--- config.mk ---
export PLATFORM = sky130hd
export DESIGN_NAME = rx_flow_ctrl_flat
export DESIGN_NICKNAME = d
export VERILOG_FILES = /design/src/rtl/rx_flow_ctrl_if.sv /design/src/rtl/rx_flow_ctrl.sv /design/src/flat_wrapper.sv
export SDC_FILE = /design/constraint.sdc
export NUM_CORES = 1
export LEC_CHECK = 0
export BUFFER_PORTS_ARGS = -buffer_cell sky130_fd_sc_hd__buf_2
export CAP_MARGIN = 40
export CORE_ASPECT_RATIO = 1.4
export CORE_UTILIZATION = 50
export DETAILED_ROUTE_END_ITERATION = 10
export PLACE_DENSITY = 0.67
export SLEW_MARGIN = 20
export SYNTH_ARGS = -nofsm -noshare
export SYNTH_HDL_FRONTEND = slang
export SYNTH_SLANG_ARGS = --single-unit
--- constraint.sdc ---
create_clock -name clk -period 3.87 [get_ports clk]
set_clock_uncertainty 0.05 [all_clocks]
set_input_delay 0.774 -clock clk [delete_from_list [all_inputs] [get_ports clk]]
set_output_delay 0.774 -clock clk [all_outputs]
set_load 0.01 [all_outputs]
--- src/rtl/rx_flow_ctrl_if.sv ---
`default_nettype none
// +----------------------------------------------------------------------+
// | rx_flow_ctrl_if : receive buffer data/status/flow-control bundle     |
// | Rev 1.0                                                              |
// +----------------------------------------------------------------------+
interface rx_flow_ctrl_if #(
    parameter int DATA_W = 8,
    parameter int DEPTH  = 16
);
    localparam int LVL_W = $clog2(DEPTH) + 1;

    logic              rx_en_i;
    logic              rx_valid_i;
    logic [DATA_W-1:0] rx_data_i;
    logic              parity_err_i;
    logic              frame_err_i;
    logic              rd_en_i;
    logic              clr_err_i;
    logic [DATA_W-1:0] rd_data_o;
    logic [LVL_W-1:0]  level_o;
    logic              fifo_empty_o;
    logic              fifo_full_o;
    logic              rts_no;
    logic              overrun_o;
    logic              parity_err_o;
    logic              frame_err_o;
    logic              irq_o;

    modport slave (
        input  rx_en_i, rx_valid_i, rx_data_i, parity_err_i, frame_err_i,
               rd_en_i, clr_err_i,
        output rd_data_o, level_o, fifo_empty_o, fifo_full_o, rts_no,
               overrun_o, parity_err_o, frame_err_o, irq_o
    );

    modport master (
        output rx_en_i, rx_valid_i, rx_data_i, parity_err_i, frame_err_i,
               rd_en_i, clr_err_i,
        input  rd_data_o, level_o, fifo_empty_o, fifo_full_o, rts_no,
               overrun_o, parity_err_o, frame_err_o, irq_o
    );
endinterface
`default_nettype wire

--- src/rtl/rx_flow_ctrl.sv ---
`default_nettype none
// +----------------------------------------------------------------------+
// | rx_flow_ctrl : UART receive FIFO with sticky errors and RTS control  |
// | Rev 1.0                                                              |
// +----------------------------------------------------------------------+
module rx_flow_ctrl #(
    parameter int DATA_W  = 8,
    parameter int DEPTH   = 16,
    parameter int RTS_HI  = 12,
    parameter int RTS_LO  = 4,
    parameter int RX_TRIG = 1
) (
    input  logic          clk,
    input  logic          reset,
    rx_flow_ctrl_if.slave bus
);
    localparam int PTR_W = $clog2(DEPTH);
    localparam int LVL_W = PTR_W + 1;
    localparam logic [LVL_W-1:0] c_DEPTH   = LVL_W'(DEPTH);
    localparam logic [LVL_W-1:0] c_RTS_HI  = LVL_W'(RTS_HI);
    localparam logic [LVL_W-1:0] c_RTS_LO  = LVL_W'(RTS_LO);
    localparam logic [LVL_W-1:0] c_RX_TRIG = LVL_W'(RX_TRIG);
    localparam logic [LVL_W-1:0] c_ONE     = LVL_W'(1);
    localparam logic [PTR_W-1:0] c_PTR_ONE = PTR_W'(1);

    typedef enum logic [1:0] {
        S_OFF  = 2'd0,
        S_RUN  = 2'd1,
        S_HOLD = 2'd2
    } state_t;

    logic [DATA_W-1:0] mem_q [DEPTH];
    logic [PTR_W-1:0]  wr_ptr_q, wr_ptr_d;
    logic [PTR_W-1:0]  rd_ptr_q, rd_ptr_d;
    logic [LVL_W-1:0]  level_q, level_d;
    logic              rx_valid_q;
    logic              overrun_q, overrun_d;
    logic              parity_q, parity_d;
    logic              frame_q, frame_d;
    logic              irq_q, irq_d;
    state_t            state_q;
    logic              rts_q;

    logic wr_stb, full, empty, wr_ok, rd_ok;

    always_comb begin
        wr_stb = bus.rx_valid_i & ~rx_valid_q;
        full   = (level_q == c_DEPTH);
        empty  = (level_q == '0);
        rd_ok  = bus.rd_en_i & ~empty;
        // A full FIFO still takes a write when the head leaves in the same cycle.
        wr_ok  = wr_stb & (~full | bus.rd_en_i);

        wr_ptr_d = wr_ok ? wr_ptr_q + c_PTR_ONE : wr_ptr_q;
        rd_ptr_d = rd_ok ? rd_ptr_q + c_PTR_ONE : rd_ptr_q;
        level_d  = level_q;
        if (wr_ok && !rd_ok) begin
            level_d = level_q + c_ONE;
        end else if (rd_ok && !wr_ok) begin
            level_d = level_q - c_ONE;
        end

        overrun_d = (wr_stb & ~wr_ok) | (overrun_q & ~bus.clr_err_i);
        parity_d  = (wr_stb & bus.parity_err_i) | (parity_q & ~bus.clr_err_i);
        frame_d   = (wr_stb & bus.frame_err_i) | (frame_q & ~bus.clr_err_i);
        irq_d     = (level_q >= c_RX_TRIG) | overrun_q | parity_q | frame_q;
    end

    always_ff @(posedge clk) begin
        if (wr_ok) begin
            mem_q[wr_ptr_q] <= bus.rx_data_i;
        end
    end

    always_ff @(posedge clk or posedge reset) begin
        if (reset) begin
            wr_ptr_q   <= '0;
            rd_ptr_q   <= '0;
            level_q    <= '0;
            rx_valid_q <= 1'b0;
            overrun_q  <= 1'b0;
            parity_q   <= 1'b0;
            frame_q    <= 1'b0;
            irq_q      <= 1'b0;
        end else begin
            wr_ptr_q   <= wr_ptr_d;
            rd_ptr_q   <= rd_ptr_d;
            level_q    <= level_d;
            rx_valid_q <= bus.rx_valid_i;
            overrun_q  <= overrun_d;
            parity_q   <= parity_d;
            frame_q    <= frame_d;
            irq_q      <= irq_d;
        end
    end

    // RTS hysteresis works on the registered level, so it lags the level by a cycle.
    always_ff @(posedge clk or posedge reset) begin
        if (reset) begin
            state_q <= S_OFF;
            rts_q   <= 1'b1;
        end else if (!bus.rx_en_i) begin
            state_q <= S_OFF;
            rts_q   <= 1'b1;
        end else begin
            case (state_q)
                S_OFF: begin
                    if (level_q >= c_RTS_HI) begin
                        state_q <= S_HOLD;
                        rts_q   <= 1'b1;
                    end else begin
                        state_q <= S_RUN;
                        rts_q   <= 1'b0;
                    end
                end
                S_RUN: begin
                    if (level_q >= c_RTS_HI) begin
                        state_q <= S_HOLD;
                        rts_q   <= 1'b1;
                    end
                end
                S_HOLD: begin
                    if (level_q <= c_RTS_LO) begin
                        state_q <= S_RUN;
                        rts_q   <= 1'b0;
                    end
                end
                default: begin
                    state_q <= S_OFF;
                    rts_q   <= 1'b1;
                end
            endcase
        end
    end

    assign bus.rd_data_o    = empty ? '0 : mem_q[rd_ptr_q];
    assign bus.level_o      = level_q;
    assign bus.fifo_empty_o = empty;
    assign bus.fifo_full_o  = full;
    assign bus.rts_no       = rts_q;
    assign bus.overrun_o    = overrun_q;
    assign bus.parity_err_o = parity_q;
    assign bus.frame_err_o  = frame_q;
    assign bus.irq_o        = irq_q;
endmodule
`default_nettype wire
--- src/flat_wrapper.sv ---
// flat-port wrapper written by rule: the top's interface ports become plain ports
module rx_flow_ctrl_flat 
#(
    parameter int DATA_W  = 8,
    parameter int DEPTH   = 16,
    parameter int RTS_HI  = 12,
    parameter int RTS_LO  = 4,
    parameter int RX_TRIG = 1
)
  (clk, reset, bus_rx_en_i, bus_rx_valid_i, bus_rx_data_i, bus_parity_err_i, bus_frame_err_i, bus_rd_en_i, bus_clr_err_i, bus_rd_data_o, bus_level_o, bus_fifo_empty_o, bus_fifo_full_o, bus_rts_no, bus_overrun_o, bus_parity_err_o, bus_frame_err_o, bus_irq_o);
  rx_flow_ctrl_if #(.DATA_W(DATA_W), .DEPTH(DEPTH)) bus_i ();
  input  logic clk;
  input  logic reset;
  input wire logic [$bits(bus_i.rx_en_i)-1:0] bus_rx_en_i;
  input wire logic [$bits(bus_i.rx_valid_i)-1:0] bus_rx_valid_i;
  input wire logic [$bits(bus_i.rx_data_i)-1:0] bus_rx_data_i;
  input wire logic [$bits(bus_i.parity_err_i)-1:0] bus_parity_err_i;
  input wire logic [$bits(bus_i.frame_err_i)-1:0] bus_frame_err_i;
  input wire logic [$bits(bus_i.rd_en_i)-1:0] bus_rd_en_i;
  input wire logic [$bits(bus_i.clr_err_i)-1:0] bus_clr_err_i;
  output wire logic [$bits(bus_i.rd_data_o)-1:0] bus_rd_data_o;
  output wire logic [$bits(bus_i.level_o)-1:0] bus_level_o;
  output wire logic [$bits(bus_i.fifo_empty_o)-1:0] bus_fifo_empty_o;
  output wire logic [$bits(bus_i.fifo_full_o)-1:0] bus_fifo_full_o;
  output wire logic [$bits(bus_i.rts_no)-1:0] bus_rts_no;
  output wire logic [$bits(bus_i.overrun_o)-1:0] bus_overrun_o;
  output wire logic [$bits(bus_i.parity_err_o)-1:0] bus_parity_err_o;
  output wire logic [$bits(bus_i.frame_err_o)-1:0] bus_frame_err_o;
  output wire logic [$bits(bus_i.irq_o)-1:0] bus_irq_o;
  assign bus_i.rx_en_i = bus_rx_en_i;
  assign bus_i.rx_valid_i = bus_rx_valid_i;
  assign bus_i.rx_data_i = bus_rx_data_i;
  assign bus_i.parity_err_i = bus_parity_err_i;
  assign bus_i.frame_err_i = bus_frame_err_i;
  assign bus_i.rd_en_i = bus_rd_en_i;
  assign bus_i.clr_err_i = bus_clr_err_i;
  assign bus_rd_data_o = bus_i.rd_data_o;
  assign bus_level_o = bus_i.level_o;
  assign bus_fifo_empty_o = bus_i.fifo_empty_o;
  assign bus_fifo_full_o = bus_i.fifo_full_o;
  assign bus_rts_no = bus_i.rts_no;
  assign bus_overrun_o = bus_i.overrun_o;
  assign bus_parity_err_o = bus_i.parity_err_o;
  assign bus_frame_err_o = bus_i.frame_err_o;
  assign bus_irq_o = bus_i.irq_o;
  rx_flow_ctrl #(.DATA_W(DATA_W), .DEPTH(DEPTH), .RTS_HI(RTS_HI), .RTS_LO(RTS_LO), .RX_TRIG(RX_TRIG)) u_core (.clk(clk), .reset(reset), .bus(bus_i));
endmodule
-- After elaboration in Yosys (flattened, before gate mapping)
Memories as Yosys holds them, arrays and structs flattened.
Index checks and enable logic that the tools add are counted.
- word-level logic and storage cells: 67
- memories: 1
- RAM bits: 128
- bits of input ports: 16
- flip-flop bits (word level): 21
- memory list (name ; depth ; bits a word ; rd ports ; clocked after Yosys merged registers in ; wr ports ; line ; source):
    u_core.mem_q ; 16 ; 8 ; 1 ; 0 ; 1 ; rx_flow_ctrl.sv:32 ; logic [DATA_W-1:0] mem_q [DEPTH];
- add/sub/neg operators: 4
- equal/unequal tests: 5
- order comparisons: 3
- bitwise logic cells: 21
- reductions and logical operators: 8
- muxes and demuxes: 15
- operator list (cell ; number):
    $mux 5 ; 2
    $and 1x1->1 ; 9
    $add 4x1->4 const B ; 2
    $mux 2 ; 4
    $mux 8 ; 1
    $or 1x1->1 ; 7
    $mux 1 ; 6
    $ne 3x2->1 const B ; 2
    $pmux 2 s3 ; 1
    $add 5x1->5 const B ; 1
    $eq 5x5->1 const B ; 1
    $ge 5x1->1 const B ; 1
    $ge 5x4->1 const B ; 1
    $le 5x3->1 const B ; 1
    $logic_not 5->1 ; 1
    $not 1->1 ; 5
    $sub 5x1->5 const B ; 1
    $pmux 1 s3 ; 1
    $eq 2x1->1 const B ; 1
    $eq 2x2->1 const B ; 1
    $logic_and 1x1->1 ; 2
    $logic_not 1->1 ; 2
    $logic_not 2->1 ; 1
    $reduce_and 2->1 ; 1
    $reduce_bool 2->1 ; 1

-- Depth between registers and ports, before layout
Gate-level depths: netlist (run 1).
- depth after elaboration: 8
- depth in mapped cells: 9

-- Worst setup path before layout (run 1)
Ideal clock, no wire load.
- path kind: input-to-reg
- start point: in bus_rx_valid_i
- end point: mem u_core.mem_q[3][0], enable pin
- data required time: 3.437 ns
- buffers on the path: 0
- setup slack: 1.325 ns
- arrival: 2.112 ns
- stages on the path: 4
- cell sequence: nor2b_1 -> a21boi_2 -> nand2_1 -> nor3_1
- word-level cells in the longest chain between the ends: 4
- ends and longest elaborated chain (what ; line ; source):
    from (decl) ; flat_wrapper.sv:15 ; input wire logic [$bits(bus_i.rx_valid_i)-1:0] bus_rx_valid_i;
    $and 1x1->1 ; rx_flow_ctrl.sv:47 ; wr_stb = bus.rx_valid_i & ~rx_valid_q;
    $and 1x1->1 ; rx_flow_ctrl.sv:52 ; wr_ok = wr_stb & (~full | bus.rd_en_i);
    via u_core.wr_ok ; rx_flow_ctrl.sv:44 ; logic wr_stb, full, empty, wr_ok, rd_ok;
    $mux 1 ; rx_flow_ctrl.sv:70 ; if (wr_ok) begin
    $mux 1 (implied by the code) ; rx_flow_ctrl.sv:71 ; mem_q[wr_ptr_q] <= bus.rx_data_i;
    to (decl) ; rx_flow_ctrl.sv:32 ;
The timed path passes the listed nets, and every way through them passes these cells.

-- Final worst setup path (run 1)
- start point: reg u_core.rd_ptr_q[1]
- end point: out bus_rd_data_o[1]
- word-level cells in the longest chain between the ends: 2
- ends and longest elaborated chain (what ; line ; source):
    from (decl) ; rx_flow_ctrl.sv:34 ; logic [PTR_W-1:0] rd_ptr_q, rd_ptr_d;
    from (signal assigned) ; rx_flow_ctrl.sv:87 ; rd_ptr_q <= rd_ptr_d;
    $mem_v2 16x8 ; -- ;
    $mux 8 ; rx_flow_ctrl.sv:136 ; assign bus.rd_data_o = empty ? '0 : mem_q[rd_ptr_q];
    to (decl) ; flat_wrapper.sv:21 ; output wire logic [$bits(bus_i.rd_data_o)-1:0] bus_rd_data_o;
Every way passes these cells.

==> results_dict.tcl, run 1 <==
set metrics [dict create \
    syn_area_um2 6172 \
    fmax_mhz 285.6 \
    worst_setup_path_start_kind "register" \
    max-cap-violations 0 \
    rsz0062_at_grt "no" \
    syn_to_final_growth_pct 17.17 \
    end_kind "primary output" \
    netlist.area_leader.share_pct 62.27 \
    hold_class "in -> async" \
    required_ns 3.05 \
    place_inst 518 \
    cp_slowest_cell "dfrtp_1" \
    cts.sink_count 149 \
    power_density_nw_per_um2 734.7 \
    grt_start_max_net_pins 36 \
    slew_headroom_pct 54.84 \
    dr_wl_met2_um 6728 \
    drive_gt1_share_pct 27.72 \
    cp_data_arrival_time_ns 2.68 \
    n_fill_cell 882 \
    cts_root_buffer "clkbuf_16" \
    tns_ns 0 \
    grt_pass1_vias 3290 \
    cp_common_cell "a211oi_1" \
    avgSynthCellArea_um2 18.65 \
    synth-seq-area-share_pct 70.81 \
    wl_met3_um 613 \
    syn_nets 357 \
    path_delay_family "flip-flops" \
    grt.overflow.total 0 \
    dr.first_iter.drc_count 201 \
    path_cells "buf_4 > mux4_1 > nor2b_1 > a211oi_1 > a211oi_1 > buf_2" \
    nNetsFinal 417 \
    synth.distinct_cells 35 \
    synth_edf_count 128 \
    yosys_warnings 0 \
    gp_congestion 0.7398 \
    diodes 0 \
    synth.area.top_cells "edfxtp_1 62%, dfrtp_1 8.1%, mux4_2 7.3%, mux4_1 5.1%, ha_1 2.0%" \
    ys_ff_latch 149 \
    met1_length_um 4910 \
    peakVddDrop_mv 0.3360 \
    postCtsSetupRepairBufs 0 \
    r2r_slack_ns 1.20 \
    clk_pin_slew_worst_paths_ns 0.06 \
    p_leak_nw 2.580 \
    start_util_pct 51.70 \
    cts_resized 0 \
    worstSetupPathType "reg -> out" \
    via_per_inst 5.797 \
    grt_usage_pct 22.04 \
    p_total_mw 5.313 \
    finalSetupViolations 0 \
    numCtsBuffers 17 \
    synth_ff_type "edfxtp_1" \
    cts_tree "yes" \
    vias 3194 \
    dp_hpwl_um 8252 \
    holdBufCountCts 0 \
    rows 47 \
    core_um2 11940 \
    hold_violations 0 \
    status "complete, no violations" \
    period_needed_ns 3.501 \
    dr.pass1.iters 4 \
    regArea_um2 4370 \
    portBuffers 35 \
    ioPinCount 36 \
    path_buf_inv 2 \
    clockBufferDepth 2 \
    htreeDepth 4 \
    finalNonFillerCells 551 \
    period_share_pct 90.47 \
    clkLatencyLatePin_ns 0.41 \
    die_width_um 95.90 \
    max_stage_delay_ns 0.76 \
    async_flop_share_pct 14.09 \
    antenna_found_initial 0 \
    dieHeight_um 133.5 \
    routedWlPerCell_um 22.80 \
    maxSlewViolCount 0 \
    syn_inst 331 \
    worst_slew_pin_slew_ns 0.6774 \
    die_area_um2 12800 \
    multi_input_comb_area_um2 1634 \
    totalWireLength_um 12560 \
    worst-path-max-fanout 12 \
    top_layer_used "met4" \
    ant_nets 0 \
    yosys.area.top_type "edfxtp_1" \
    whs_ns 0.2190 \
    grt_pass1_wl_um 19200 \
    drc_errors 0 \
]
## sequential cells by signal (all words and copies together), names as in the netlist
signal and cells:
u_core.bus.rts_no 1, u_core.bus.frame_err_o 1, u_core.rx_valid_q 1, u_core.bus.irq_o 1
u_core.mem_q 128, u_core.wr_ptr_q 4, u_core.bus.overrun_o 1, u_core.rd_ptr_q 4
u_core.bus.level_o 5, u_core.state_q 2, u_core.bus.parity_err_o 1
## synthesized netlist by cell type, types with 5 or more instances
| cell | n |
|---|---|
| edfxtp_1 | 128 |
| mux4_2 | 20 |
| nor2_1 | 16 |
| inv_1 | 10 |
| mux2i_1 | 9 |
| nand2b_1 | 5 |
| ha_1 | 10 |
| o21ai_0 | 8 |
| nand2_1 | 14 |
| nor2b_1 | 10 |
| xnor2_1 | 7 |
| nor3_1 | 5 |
| buf_4 | 8 |
| mux4_1 | 12 |
| dfrtp_1 | 20 |
| a211oi_1 | 16 |
## placed cells by master (no fill, tap or decap), types with 12 or more instances in the layout
master | Yosys | layout
edfxtp_1 | 128 | 128
buf_2 | 4 | 35
buf_4 | 8 | 22
mux4_2 | 20 | 20
dfrtp_1 | 20 | 20
clkbuf_16 | 0 | 17
nor2_1 | 16 | 16
a211oi_1 | 16 | 16
nand2_1 | 14 | 14
mux4_1 | 12 | 12
## area by class of cell
class / count / area share, %
Sequential cell: 149 / 60.43
Clock buffer: 19 / 5.986
Timing Repair Buffer: 58 / 5.087
Multi-Input combinational cell: 155 / 22.60
Tap cell: 147 / 2.543
Inverter: 10 / 0.5190
Clock inverter: 13 / 2.837
## metal layers
metal / global-route usage, % / vias to the layer above
met1: 25.43 / 1647
li1: - / 1433
met2: 38.29 / 95
met4: 7.960 / 0
met3: 6.564 / 19
met5: 0 / -
## worst paths after layout
check	from	to	cells past startpoint
min in group clk	bus_rx_valid_i	u_core.rx_valid_q	1
min reg2reg	u_core.bus.rts_no	u_core.bus.rts_no	2
max in group asynchronous	reset	u_core.bus.rts_no	3
max reg2reg	u_core.bus.level_o[0]	u_core.bus.level_o[4]	8
max	u_core.rd_ptr_q[1]	bus_rd_data_o[1]	6
min	reset	u_core.bus.parity_err_o	2
## power breakdown
part | switching, mW | total, mW | internal (mW)
logic | 0.721 | 1.41 | 0.691
clock network | 0.620 | 1.76 | 1.14
registers | 0.236 | 2.14 | 1.90
## cell families after synthesis
family          Yosys count  share of synthesized area [%]
simple gates             62                          5.676
fa+ha+maj                10                          2.027
buf+inv                  27                          2.716
compound gates           31                          3.345
xor+xnor                 11                          1.561
mux                      41                          13.87
flops                   149                          70.81
## through the flow
| step | util, % | setup slack [ns] | instance area (um^2) |
|---|---|---|---|
| 2_1_floorplan | - | 1.325 | 6172 |
| 3_3_place_gp | 54.88 | 0.8248 | 6551 |
| 3_5_place_dp | 55.17 | 0.8431 | 6586 |
| 4_1_cts | 60.52 | 0.3774 | 7224 |
| 5_1_grt | 60.58 | 0.2003 | 7232 |
| 6_report | 60.58 | 0.3689 | 7232 |
No activity file was read; power rests on OpenSTA's default activity.
==> run 2, diff against run 1 <==
==> constraint.sdc (replaced) <==
create_clock -name clk -period 3.87 [get_ports clk]
set_clock_uncertainty 0.05 [all_clocks]
set_input_delay 0.387 -clock clk [delete_from_list [all_inputs] [get_ports clk]]
set_output_delay 0.387 -clock clk [all_outputs]
set_load 0.01 [all_outputs]
==> run 2 against run 1 <==
Compared with the run above: combinational power barely moved; cell area decreased by 1.6%; via count is 3.4% lower; critical endpoint unchanged.
==> results_dict.tcl, run 2 (synthesis gave the netlist of run 1 again) <==
set metrics [dict create \
    status "complete, no violations" \
    core_um2 11940 \
    p_leak_nw 2.493 \
    syn_to_final_growth_pct 15.28 \
    portBuffers 35 \
    drc_errors 0 \
    dieHeight_um 133.5 \
    grt_usage_pct 20.08 \
    whs_ns 0.04495 \
    period_needed_ns 3.222 \
    p_seq_share_pct 41.8 \
    clkPwrFrac_pct 30.5 \
    clkLatencyLatePin_ns 0.42 \
    finalNonFillerCells 541 \
    tns_ns 0 \
    holdBufCountCts 1 \
    die_area_um2 12800 \
    finalSetupViolations 0 \
    period_share_pct 83.26 \
    p_int_mw 3.544 \
    hold_violations 0 \
    regMostFlops "u_core.mem_q" \
    dr.pass1.iters 4 \
    cts_resized 0 \
    path_delay_family "flip-flops" \
    clockBufferDepth 2 \
    rows 47 \
    cp_slowest_cell "dfrtp_1" \
    worst_slew_pin_slew_ns 0.7757 \
    path_buf_inv 2 \
    nNetsFinal 407 \
    postCtsSetupRepairBufs 0 \
    required_ns 3.43 \
    rsz0062_at_grt "no" \
    slew_headroom_pct 48.10 \
    design_area_um2 7116 \
    largest_reg_flops 128 \
    max_stage_delay_ns 0.75 \
    cts_tree "yes" \
    dr.first_iter.drc_count 247 \
    ioPinCount 36 \
    cp_common_cell "a211oi_1" \
    routedWlPerCell_um 21.62 \
    fin_ws_ns 0.6480 \
    worstSetupPathType "reg -> out" \
    totalWireLength_um 11700 \
    via_per_inst 5.701 \
    place_area_um2 6516 \
    start_util_pct 51.70 \
    grt_pass1_vias 3148 \
    worst_setup_path_start_kind "register" \
    layout_common_cells "128 x edfxtp_1, 35 x buf_2, 20 x mux4_2, 20 x dfrtp_1, 18 x clkbuf_16" \
    grt.overflow.total 0 \
    end_kind "primary output" \
    final_core_utilization_pct 59.61 \
    peakVddDrop_mv 0.3128 \
    max-cap-violations 0 \
    gp_congestion 0.8247 \
    cp_data_arrival_time_ns 2.78 \
    grt_pass1_wl_um 17540 \
    layout.cells.most_common "edfxtp_1" \
    fmax_mhz 310.4 \
    diodes 0 \
    hold_class "in -> reg" \
    cts.sink_count 149 \
    vias 3084 \
    antenna_found_initial 0 \
    n_fill_cell 860 \
    place_inst 506 \
    grt_start_max_net_pins 36 \
    maxSlewViolCount 0 \
    path_cells "buf_4 > mux4_1 > nor2b_1 > a211oi_1 > a211oi_1 > buf_2" \
    place_ws_ns 1.068 \
    cts_root_buffer "clkbuf_16" \
    numCtsBuffers 17 \
    dp_hpwl_um 7894 \
    ant_nets 0 \
    die_width_um 95.90 \
    htreeDepth 4 \
    p_sw_mw 1.547 \
    clk_pin_slew_worst_paths_ns 0.06 \
    p_total_mw 5.091 \
    worst-path-max-fanout 11 \
    power_density_nw_per_um2 715.4 \
    p_sw_share_pct 30.39 \
    drive_gt1_share_pct 25.38 \
    power.combinational.fraction_pct 27.7 \
]
==> run 2: worst paths after layout <==
check                                       from                      end  slack (ns)  depth (start not counted)
setup reg to reg           u_core.bus.level_o[0]       u_core.mem_q[7][0]        1.12                          6
max in group asynchronous                  reset        u_core.bus.rts_no        2.88                          4
hold / removal                    bus_rx_valid_i        u_core.rx_valid_q        0.04                          1
hold reg to reg                u_core.bus.rts_no        u_core.bus.rts_no        0.47                          2
min in group asynchronous                  reset  u_core.bus.parity_err_o        0.41                          3
setup / recovery              u_core.rd_ptr_q[1]         bus_rd_data_o[1]        0.65                          6
==> run 2: metal layers <==
layer | track usage, % | wire length (um) | share of wire (%)
met4 | 10.70 | 401 | 3.4
met5 | 0 | 0 | 0
met3 | 4.909 | 526 | 4.5
met1 | 24.10 | 4742 | 41
met2 | 33.06 | 6025 | 52
==> run 2: power groups by stage <==
stage / registers [mW] / logic (mW) / clock network, mW
final: 2.13 / 1.41 / 1.55
after global routing: 2.15 / 1.54 / 1.65
after CTS: 2.13 / 1.43 / 1.58
after detailed placement: 2.16 / 1.42 / 0
after global placement: 2.17 / 1.36 / 0
after floorplan: 2.02 / 1.15 / 0
==> run 2: worst register-to-register path, delay by kind of cell, from the launching register on <==
family	cells	cell delay, ns
AO/OA/AOI/OAI	1	0.44
buffers and inverters	1	0.10
flip-flops	1	0.46
adder cells (fa/ha/maj)	1	0.24
AND/OR/NAND/NOR	3	1.08
==> run 2: cell type report <==
type / instances / area [um^2] / share of cell area (%)
well taps: 147 / 183.9 / 2.585
inverters: 10 / 37.54 / 0.5275
clock inverters: 10 / 98.84 / 1.389
multi-input cells: 155 / 1634 / 22.96
flip-flops and latches: 149 / 4370 / 61.42
repair buffers: 48 / 315.3 / 4.431
clock buffers: 22 / 475.5 / 6.682
==> run 3, diff against run 2 <==
==> constraint.sdc (replaced) <==
create_clock -name clk -period 3.3 [get_ports clk]
set_clock_uncertainty 0.05 [all_clocks]
set_input_delay 0.33 -clock clk [delete_from_list [all_inputs] [get_ports clk]]
set_output_delay 0.33 -clock clk [all_outputs]
set_load 0.01 [all_outputs]
==> run 3 against run 2 <==
Compared with the run above: non-clock buffer count increased by 2; core utilization is 0.15 points higher; clock power increased by 23%; worst hold slack improved by 0.037 ns; sequential share of layout area down 0.15 points; global-route usage is 0.55 points higher; count of clock-buffer cells in the layout decreased by 5; total power grew 19%; cell area is 0.25% higher; die area stayed put; combinational power grew 16%; critical endpoint is now bus_rd_data_o[0]; largest cell class unchanged; largest power group unchanged.
==> results_dict.tcl, run 3 (synthesis gave the netlist of run 1 again) <==
set metrics [dict create \
    dr.first_iter.drc_count 259 \
    routedWlPerCell_um 22.08 \
    die_area_um2 12800 \
    grt.overflow.total 0 \
    worst_setup_path_start_kind "register" \
    worst_slew_pin_slew_ns 0.7664 \
    dieHeight_um 133.5 \
    path_cells "buf_4 > mux4_1 > nor2b_1 > a211oi_1 > a211oi_1 > buf_2" \
    grt_pass1_wl_um 18130 \
    status "complete, no violations" \
    gp_congestion 0.7821 \
    period_share_pct 88.50 \
    cts.sink_count 149 \
    hold_violations 0 \
    final_core_utilization_pct 59.75 \
    required_ns 2.92 \
    clkLatencyLatePin_ns 0.41 \
    cts_tree "yes" \
    cp_common_cell "a211oi_1" \
    slew_headroom_pct 48.72 \
    fmax_mhz 342.4 \
    cts_root_buffer "clkbuf_16" \
    postCtsSetupRepairBufs 0 \
    worst-path-max-fanout 9 \
    dp_hpwl_um 8193 \
    dr_wl_met2_um 6652 \
    peakVddDrop_mv 0.3484 \
    ant_nets 0 \
    cp_data_arrival_time_ns 2.54 \
    whs_ns 0.08222 \
    p_leak_nw 2.513 \
    grt_start_max_net_pins 36 \
    dr.pass1.iters 4 \
    regMostFlops "u_core.mem_q" \
    grt_usage_pct 20.63 \
    clk_pin_slew_worst_paths_ns 0.06 \
    syn_to_final_growth_pct 15.57 \
    holdBufCountCts 2 \
    clockBufferDepth 2 \
    largest_reg_flops 128 \
    vias 3064 \
    drive_gt1_share_pct 26.26 \
    wl_met3_um 468 \
    path_buf_inv 2 \
    hold_class "in -> reg" \
    met1_length_um 4798 \
    ioPinCount 36 \
    diodes 0 \
    grt_pass1_vias 3215 \
    totalWireLength_um 11990 \
    max-cap-violations 0 \
    start_util_pct 51.70 \
    nNetsFinal 409 \
    period_needed_ns 2.921 \
    design_area_um2 7133 \
    path_delay_family "flip-flops" \
    p_total_mw 6.052 \
    core_um2 11940 \
    power_density_nw_per_um2 848.4 \
    htreeDepth 4 \
    place_area_um2 6511 \
    via_per_inst 5.643 \
    layout.cells.most_common "edfxtp_1" \
    cts_resized 0 \
    max_stage_delay_ns 0.66 \
    end_kind "primary output" \
    numCtsBuffers 17 \
    n_fill_cell 857 \
    portBuffers 35 \
    tns_ns 0 \
    maxSlewViolCount 0 \
    layout_common_cells "128 x edfxtp_1, 35 x buf_2, 20 x mux4_2, 20 x dfrtp_1, 17 x clkbuf_16" \
    top_layer_used "met4" \
    worstSetupPathType "reg -> out" \
    rows 47 \
    antenna_found_initial 0 \
    cp_slowest_cell "dfrtp_1" \
    finalSetupViolations 0 \
    die_width_um 95.90 \
    drc_errors 0 \
    rsz0062_at_grt "no" \
]
[run 3: power by group]
group | switching, mW | total (mW) | internal (mW)
clock | 0.776 | 1.91 | 1.13
sequential | 0.271 | 2.50 | 2.23
combinational | 0.826 | 1.64 | 0.814
total | 1.87 | 6.05 | 4.18
[run 3: cell type report]
type                    instances  area [um^2]  share of cell area [%]
flip-flops and latches        149         4370                   61.27
clock buffers                  17        425.4                   5.964
inverters                      10        37.54                  0.5262
repair buffers                 50        312.8                   4.385
multi-input cells             155         1634                   22.91
clock inverters                15        168.9                   2.368
well taps                     147        183.9                   2.578
[run 3: per-layer routing]
metal	GRT usage (%)	vias to the layer above
met5	0	-
met4	7.794	0
met3	4.395	4
met2	35.71	80
met1	24.97	1565
li1	-	1415
[run 3: worst paths after layout]
path | from | end | slack [ns] | depth (start not counted)
worst max-delay path | u_core.rd_ptr_q[1] | bus_rd_data_o[0] | 0.38 | 6
max in group asynchronous | reset | u_core.state_q[0] | 2.22 | 4
worst min-delay path | bus_clr_err_i | u_core.bus.parity_err_o | 0.08 | 2
worst min register to register | u_core.bus.overrun_o | u_core.bus.irq_o | 0.49 | 2
min in group asynchronous | reset | u_core.rd_ptr_q[1] | 0.49 | 3
worst max register to register | u_core.bus.level_o[0] | u_core.mem_q[11][6] | 0.55 | 6
[run 3: worst reg2reg max path, cell delays in order, from the launching register on]
cell and delay [ns]:
dfrtp_1 0.47, inv_1 0.09, ha_1 0.25, nor4bb_4 0.19, a21boi_2 0.42, nand2_1 0.24, nor2_1 0.65
[run 3: per-stage QoR]
stage | cells | worst slack, ns
2_1_floorplan | 331 | 0.7948
3_3_place_gp | 507 | 0.4996
6_report | 543 | 0.3794
3_5_place_dp | 508 | 0.4429
4_1_cts | 542 | 0.3339
5_1_grt | 543 | 0.1838
